`config.mk`:
```
export PLATFORM = sky130hd
export DESIGN_NAME = multi_cycle_datapath
export DESIGN_NICKNAME = d
export VERILOG_FILES = /design/src/rtl/multi_cycle_datapath.sv
export SDC_FILE = /design/constraint.sdc
export NUM_CORES = 2
export LEC_CHECK = 0
export CORE_MARGIN = 5
export CORE_UTILIZATION = 30
export DETAILED_ROUTE_END_ITERATION = 6
export HOLD_SLACK_MARGIN = 0.12
export PLACE_DENSITY = 0.49
export SLEW_MARGIN = 40
export SYNTH_ARGS = -nofsm -noshare
export SYNTH_HDL_FRONTEND = slang
export SYNTH_SLANG_ARGS = --single-unit
```
`constraint.sdc`:
```
create_clock -name clk -period 8 [get_ports clk]
set_input_delay 2 -clock clk [delete_from_list [all_inputs] [get_ports clk]]
set_output_delay 2 -clock clk [all_outputs]
set_load 0.05 [all_outputs]
```
`src/rtl/multi_cycle_datapath.sv`:
```
// Multi-cycle RV32 datapath: FETCH/DECODE/EXEC/MEM/WB with ready-handshaked memories.
// Define MCD_BRANCH_EN to enable branch resolution and JAL (PC+imm, PC+4 writeback).
module multi_cycle_datapath #(
  parameter int PC_W       = 8,
  parameter int INS_W      = 32,
  parameter int RF_ADDRESS = 5,
  parameter int DATA_W     = 32,
  parameter int DM_ADDRESS = 9,
  parameter int ALU_CC_W   = 4
) (
  input  logic                  clk,
  input  logic                  reset,
  input  logic                  reg_write,
  input  logic                  mem2reg,
  input  logic                  alu_src,
  input  logic                  mem_write,
  input  logic                  mem_read,
  input  logic                  branch,
  input  logic                  jump,
  input  logic [ALU_CC_W-1:0]   alu_cc,
  input  logic [INS_W-1:0]      imem_rdata,
  input  logic [DATA_W-1:0]     dmem_rdata,
  input  logic                  dmem_ready,
  output logic [6:0]            opcode,
  output logic [6:0]            funct7,
  output logic [2:0]            funct3,
  output logic [DATA_W-1:0]     alu_result,
  output logic [PC_W-1:0]       imem_addr,
  output logic                  dmem_req,
  output logic                  dmem_we,
  output logic [DM_ADDRESS-1:0] dmem_addr,
  output logic [DATA_W-1:0]     dmem_wdata,
  output logic [PC_W-1:0]       pc_out,
  output logic                  retire
);

  typedef enum logic [2:0] {
    FETCH, DECODE, EXEC, MEM, WB
  } state_t;

  state_t state, state_nx;

  logic [INS_W-1:0]      ir;
  logic [DATA_W-1:0]     a_q, b_q, alu_q, mdr_q;
  logic [DATA_W-1:0]     imm, alu_b, alu_y, wb_data;
  logic [DATA_W-1:0]     rf [2**RF_ADDRESS];
  logic [PC_W-1:0]       pc, pc_seq, pc_raw, pc_nx;
  logic [RF_ADDRESS-1:0] rs1, rs2, rd;
  logic                  is_s, is_b, is_j;
  logic                  br_ex, jump_wb;

  assign rs1 = ir[15 +: RF_ADDRESS];
  assign rs2 = ir[20 +: RF_ADDRESS];
  assign rd  = ir[7 +: RF_ADDRESS];

  assign is_s = ir[6:0] == 7'b0100011;
  assign is_b = ir[6:0] == 7'b1100011;
  assign is_j = ir[6:0] == 7'b1101111;

  always_comb begin
    imm = DATA_W'($signed(ir[31:20]));
    unique case (1'b1)
      is_s: imm = DATA_W'($signed({ir[31:25], ir[11:7]}));
      is_b: imm = DATA_W'($signed({ir[31], ir[7], ir[30:25],
                                   ir[11:8], 1'b0}));
      is_j: imm = DATA_W'($signed({ir[31], ir[19:12], ir[20],
                                   ir[30:21], 1'b0}));
      default: ;
    endcase
  end

  assign alu_b = alu_src ? imm : b_q;

  always_comb begin
    alu_y = '0;
    unique case (alu_cc)
      4'b0000: alu_y = a_q & alu_b;
      4'b0001: alu_y = a_q | alu_b;
      4'b0010: alu_y = a_q + alu_b;
      4'b0011: alu_y = a_q ^ alu_b;
      4'b0110: alu_y = a_q - alu_b;
      4'b0111: alu_y = DATA_W'($signed(a_q) < $signed(alu_b));
      4'b1000: alu_y = DATA_W'(a_q < alu_b);
      4'b1100: alu_y = ~(a_q | alu_b);
      default: alu_y = '0;
    endcase
  end

  assign pc_seq = pc + PC_W'(4);

`ifdef MCD_BRANCH_EN
  logic take;
  // Branch resolves in EXEC from the live ALU result, before ALUOut lands.
  assign take = (state == EXEC && branch &&
                 ((alu_y == '0) ^ ir[12])) ||
                (state == WB && jump);
  assign pc_raw  = take ? pc + imm[PC_W-1:0] : pc_seq;
  assign br_ex   = branch & ~jump;
  assign jump_wb = jump;
`else
  logic unused_ctl;
  assign unused_ctl = branch ^ jump;
  assign pc_raw     = pc_seq;
  assign br_ex      = 1'b0;
  assign jump_wb    = 1'b0;
`endif

  assign pc_nx   = {pc_raw[PC_W-1:2], 2'b00};
  assign wb_data = jump_wb ? DATA_W'(pc_seq)
                 : (mem2reg ? mdr_q : alu_q);

  always_comb begin
    state_nx = state;
    retire   = 1'b0;
    unique case (state)
      FETCH:  state_nx = DECODE;
      DECODE: state_nx = EXEC;
      EXEC: begin
        if (mem_read || mem_write) begin
          state_nx = MEM;
        end else if (br_ex) begin
          retire   = 1'b1;
          state_nx = FETCH;
        end else begin
          state_nx = WB;
        end
      end
      MEM: begin
        if (dmem_ready) begin
          if (mem_write) begin
            retire   = 1'b1;
            state_nx = FETCH;
          end else begin
            state_nx = WB;
          end
        end
      end
      WB: begin
        retire   = 1'b1;
        state_nx = FETCH;
      end
      default: state_nx = FETCH;
    endcase
  end

  always_ff @(posedge clk or negedge reset) begin
    if (!reset) state <= FETCH;
    else        state <= state_nx;
  end

  always_ff @(posedge clk or negedge reset) begin
    if (!reset) begin
      ir    <= '0;
      a_q   <= '0;
      b_q   <= '0;
      alu_q <= '0;
      mdr_q <= '0;
      pc    <= '0;
      for (int i = 0; i < 2**RF_ADDRESS; i++) rf[i] <= '0;
    end else begin
      unique case (state)
        FETCH:  ir <= imem_rdata;
        DECODE: begin
          a_q <= (rs1 == '0) ? '0 : rf[rs1];
          b_q <= (rs2 == '0) ? '0 : rf[rs2];
        end
        EXEC:   alu_q <= alu_y;
        MEM:    if (dmem_ready && !mem_write) mdr_q <= dmem_rdata;
        WB:     if (reg_write && rd != '0) rf[rd] <= wb_data;
        default: ;
      endcase
      if (retire) pc <= pc_nx;
    end
  end

  assign opcode     = ir[6:0];
  assign funct3     = ir[14:12];
  assign funct7     = ir[31:25];
  assign alu_result = alu_q;
  assign imem_addr  = pc;
  assign pc_out     = pc;
  assign dmem_req   = state == MEM;
  assign dmem_we    = dmem_req & mem_write;
  assign dmem_addr  = alu_q[DM_ADDRESS-1:0];
  assign dmem_wdata = b_q;

endmodule

```
Word level (Yosys, flattened, before mapping):

Cells that the tools add are included.

* register bits after elaboration: 1193
* output and inout bits: 109
* logic and storage cells: 105
* bits of input ports: 78

* equal/unequal tests: 15
* magnitude comparators: 6
* add/sub/neg operators: 3
* reduce and logical (&&, ||, !) cells: 12
* muxes and demuxes: 22
* bitwise gates (word level): 8

Operators with widths (number)
* bitwise mux 1024 bit: 1
* binary-select mux 32 bit (select 5 bit): 2
* 2-to-1 mux 32 bit: 9
* one-hot mux 32 bit (8 select lines): 1
* demux 32 bit (select 5 bit): 1
* less-than comparator 32 bit: 2
* one-hot mux 20 bit (3 select lines): 1
* adder 32 bit: 1
* bitwise AND 32 bit: 1
* NOT 32 bit: 1
* OR 32 bit: 1
* subtractor 32 bit: 1
* XOR 32 bit: 1
* greater-or-equal comparator 6 bit (second input constant): 3
* NOT 5 -> 6 bit: 3
* equality test 7 bit (second input constant): 2
* one-hot mux 3 bit (4 select lines): 1
* zero test 5 bit: 2
* 2-to-1 mux 3 bit: 3
* adder 8 x 3 -> 8 bit (second input constant): 1
* equality test 4 x 2 -> 1 bit (second input constant): 2
* equality test 4 x 3 -> 1 bit (second input constant): 2
* equality test 4 bit (second input constant): 2
* equality test 7 x 6 -> 1 bit (second input constant): 1
* other kinds (16): 21

Logic depth before layout (Yosys ltp):

* depth in word-level cells: 6
* gate-level depth with buffers: 19
* mapped depth without buffers: 17

Worst setup path before layout:

OpenSTA, ideal clock, no wires.

* path kind: in2reg
* start: in alu_src
* end: reg alu_q[29], in the netlist alu_result[29]
* arrival time: 5.443 ns
* setup slack: 2.469 ns
* data required time: 7.912 ns
* library setup time: 0.088 ns
* buffers on the path: 2
* stages: 15
* cell sequence: clkbuf_1 > clkbuf_1 > nor2_1 > a21oi_1 > inv_1 > ha_1 > and2_1 > a221oi_1 > inv_1 > o41ai_2 > o21ai_0 > a21o_1 > a311oi_1 > mux2_2 > nor3b_1

* cells in the longest elaborated chain, start to end: 4
* elaborated cells on any way between the ends: 8
* those cells by class: add/sub: 2; mux: 2; bitwise: 4

RTL lines
* from (decl): line 15 `input logic alu_src,`
* 2-to-1 mux 32 bit (*): line 72 `assign alu_b = alu_src ? imm : b_q;`
* branches (longest 2 deep; another with subtractor 32 bit)
* one-hot mux 32 bit (8 select lines) (*): line 76 `unique case (alu_cc)`
* to (signal assigned): line 167 `EXEC: alu_q <= alu_y;`
* to (decl): line 44 `logic [DATA_W-1:0] a_q, b_q, alu_q, mdr_q;`

Every way passes the cells marked *.
A chain may end at the register's enable or synchronous reset.

Final worst setup path:

* start: in dmem_ready
* end: out retire

* cells in the longest elaborated chain, start to end: 2

RTL lines
* from (decl): line 23 `input logic dmem_ready,`
* 2-to-1 mux 1 bit: line 129 `if (dmem_ready) begin`
* one-hot mux 1 bit (2 select lines): line 115 `unique case (state)`
* to (decl): line 34 `output logic retire`

No other way between the ends.

==> flow_metrics.tcl <==
set metrics [dict create \
    status "finished, final reports clean" \
    final_layout_size_suffix_gt1_share_pct 20.9 \
    max_slew_margin_pct 40.4 \
    cts_made_buffers 131 \
    ys_seq_area_share_pct 46.7 \
    gr-total-overflow 0 \
    vias 46500 \
    route.detailed.wl_per_inst_um 26.2 \
    clkTransAtPathRegs_ns 0.06 \
    clk_path_buf_depth 3 \
    io_pins 187 \
    die_x_um 471 \
    fill_cells 20900 \
    ir_drop_v 0.000246 \
    final_max_slew_viol_count 0 \
    power.density_mw_per_mm2 317 \
    fmax_mhz 167 \
    root_buffer "clkbuf_16" \
    syn-cell-area_mm2 0.0639 \
    grt_max_degree 144 \
    area.growth.synth_to_final_pct 14.6 \
    critical_path_class "in2out" \
    p_leak_nw 30.5 \
    ant_nets 0 \
    fin_crit_sh_pct 74.7 \
    netlist.area_leader.share_pct 46.7 \
    rows 169 \
    regToRegStartpoint "ir[4]" \
    htree_levels 4 \
    netlist_top_cells_area "dfrtp_1 47%, mux4_2 21%, o21ai_0 5.4%" \
    drt_wl_total_um 223000 \
    yosysTopAreaCell "dfrtp_1" \
    path_max_fanout 5 \
    grt.total_usage_pct 19.8 \
    multi_input_area_mm2 0.0316 \
    fin_skew_ns 0.0283 \
    dr.pass1.iters 5 \
    drc 0 \
    die_h_um 471 \
    cp-end-kind "output pin" \
    rsz0062_at_grt "false" \
    layout_common_cells "1183 x dfrtp_1, 720 x nand2_1, 686 x o21ai_0" \
    ctsHoldBuffers 0 \
    start_kind "primary input" \
    antenna_found_initial 5 \
    min_from "rf[997]" \
    viasPerCell 5.48 \
    synth_enable_flop_cells 0 \
    syn_area_per_cell_um2 11.2 \
    io_buffers 180 \
    drt-initial-drc-count 4492 \
    setup_slack_ns 2.03 \
    cts_tree "built" \
    tns_ns 0 \
    ys_warn_count 0 \
    seq_area_mm2 0.0299 \
    maxCapViolations 0 \
    ys_async_sr_fraction_pct 100 \
    dp_hpwl_um 132000 \
    dieArea_mm2 0.222 \
    layout_min_cycle_time_ns 5.97 \
    routabilityCongestion 0.962 \
    synth_cell_types 82 \
    post-cts-setup-buffer-count 0 \
    critPathArrivalTime_ns 3.97 \
    initial_utilization_pct 30.1 \
    cp.required_ns 6.00 \
    cts.sinks 1193 \
    cts_resized 0 \
    layout_commonest_cell "dfrtp_1" \
    netlist_instances 5718 \
    nNetsFinal 5749 \
    finalHoldViolCount 0 \
    clkLatencyLatePin_ns 0.78 \
    synthFlopType "dfrtp_1" \
    setup_viol 0 \
    grt_first_pass_wirelength_um 328000 \
    core_area_mm2 0.212 \
    worst_slew_pin_slew_ns 0.894 \
    grt_pass1_vias 46600 \
    startpoint "dmem_ready" \
    place_ws_ns 1.55 \
    synth-seq-cells 1193 \
    hp-class "reg2reg" \
]
[flip-flops by register name, summed over array words and instances, names as in the netlist]
signal      cells
a_q            32
alu_result     32
dmem_wdata     32
imem_addr       6
ir             32
mdr_q          32
rf           1024
state           3
[kinds of logic (layout without fill, tap and decap cells)]
kind of cell	count (synthesis)	after routing	synth area share [%]
compound gates	1484	1484	12.9
xor+xnor	12	12	0.164
fa+ha+maj	99	99	1.96
buf+inv	720	668	4.61
flops	1193	1193	46.7
mux	813	813	24.9
other cells	1	5	0.00587
simple gates	1396	1396	8.79
[critical path, stage by stage]
cell and delay (ns):
clkdlybuf4s50_1 0.57, nand4_1 0.11, and2_1 0.31, inv_1 0.16, clkdlybuf4s50_1 0.82
[stage by stage]
| step | total power [mW] | util [%] | cell area (um2) | hold slack [ns] | cells |
|---|---|---|---|---|---|
| 3_5_place_dp | 16.9 | 32.3 | 68600 | 0.383 | 8257 |
| 6_report | 23.2 | 34.5 | 73200 | 0.393 | 8491 |
| 3_3_place_gp | 16.7 | 32.2 | 68200 | 0.377 | 8248 |
| 5_1_grt | 24.2 | 34.5 | 73200 | 0.403 | 8490 |
| 2_1_floorplan | 13.6 | - | 63900 | 0.441 | 5721 |
| 4_1_cts | 23.3 | 34.5 | 73100 | 0.396 | 8487 |
[final cells by class]
type | count | area share, %
diodes | 1 | 0.00342
clock buffers | 188 | 5.33
clock inverters | 42 | 0.790
inverters | 113 | 0.580
multi-input cells | 3808 | 43.2
flip-flops and latches | 1193 | 40.8
well taps | 2821 | 4.82
repair buffers | 325 | 4.46
[synthesized netlist by cell type, drive strengths merged (21+ instances only)]
cell type / n
dfrtp: 1193
nand2: 739
o21ai: 694
mux4: 608
a21oi: 527
nor2: 505
clkbuf: 483
buf: 124
inv: 113
mux2: 109
ha: 97
mux2i: 96
o22ai: 58
nor2b: 44
o32ai: 22
nand3: 21
[routing by layer]
metal / vias up / track usage, % / routed length [um]
met5: - / 0 / 12
met4: 2 / 6.22 / 6890
met3: 342 / 3.08 / 14200
met2: 1634 / 31.5 / 103000
met1: 24100 / 27.8 / 98700
li1: 20400 / - / -
[worst paths after layout]
check                                       to  slack, ns  cells past startpoint
worst min register to register         rf[997]       0.39                      0
worst min-delay path                   rf[997]       0.39                      0
max in group asynchronous              rf[714]       5.22                      4
worst max register to register  alu_result[29]       2.63                     17
min in group asynchronous              rf[180]       1.11                      1
worst max-delay path                    retire       2.03                      5
[power by group]
group / switching (mW) / internal [mW] / leakage (nW) / total (mW)
Sequential: 0.987 / 6.75 / 16.5 / 7.74
Clock: 2.63 / 3.76 / 2.20 / 6.39
Combinational: 5.73 / 3.32 / 11.8 / 9.04
Total: 9.34 / 13.8 / 30.5 / 23.2
Note: power is estimated with default switching activity, not from simulation.
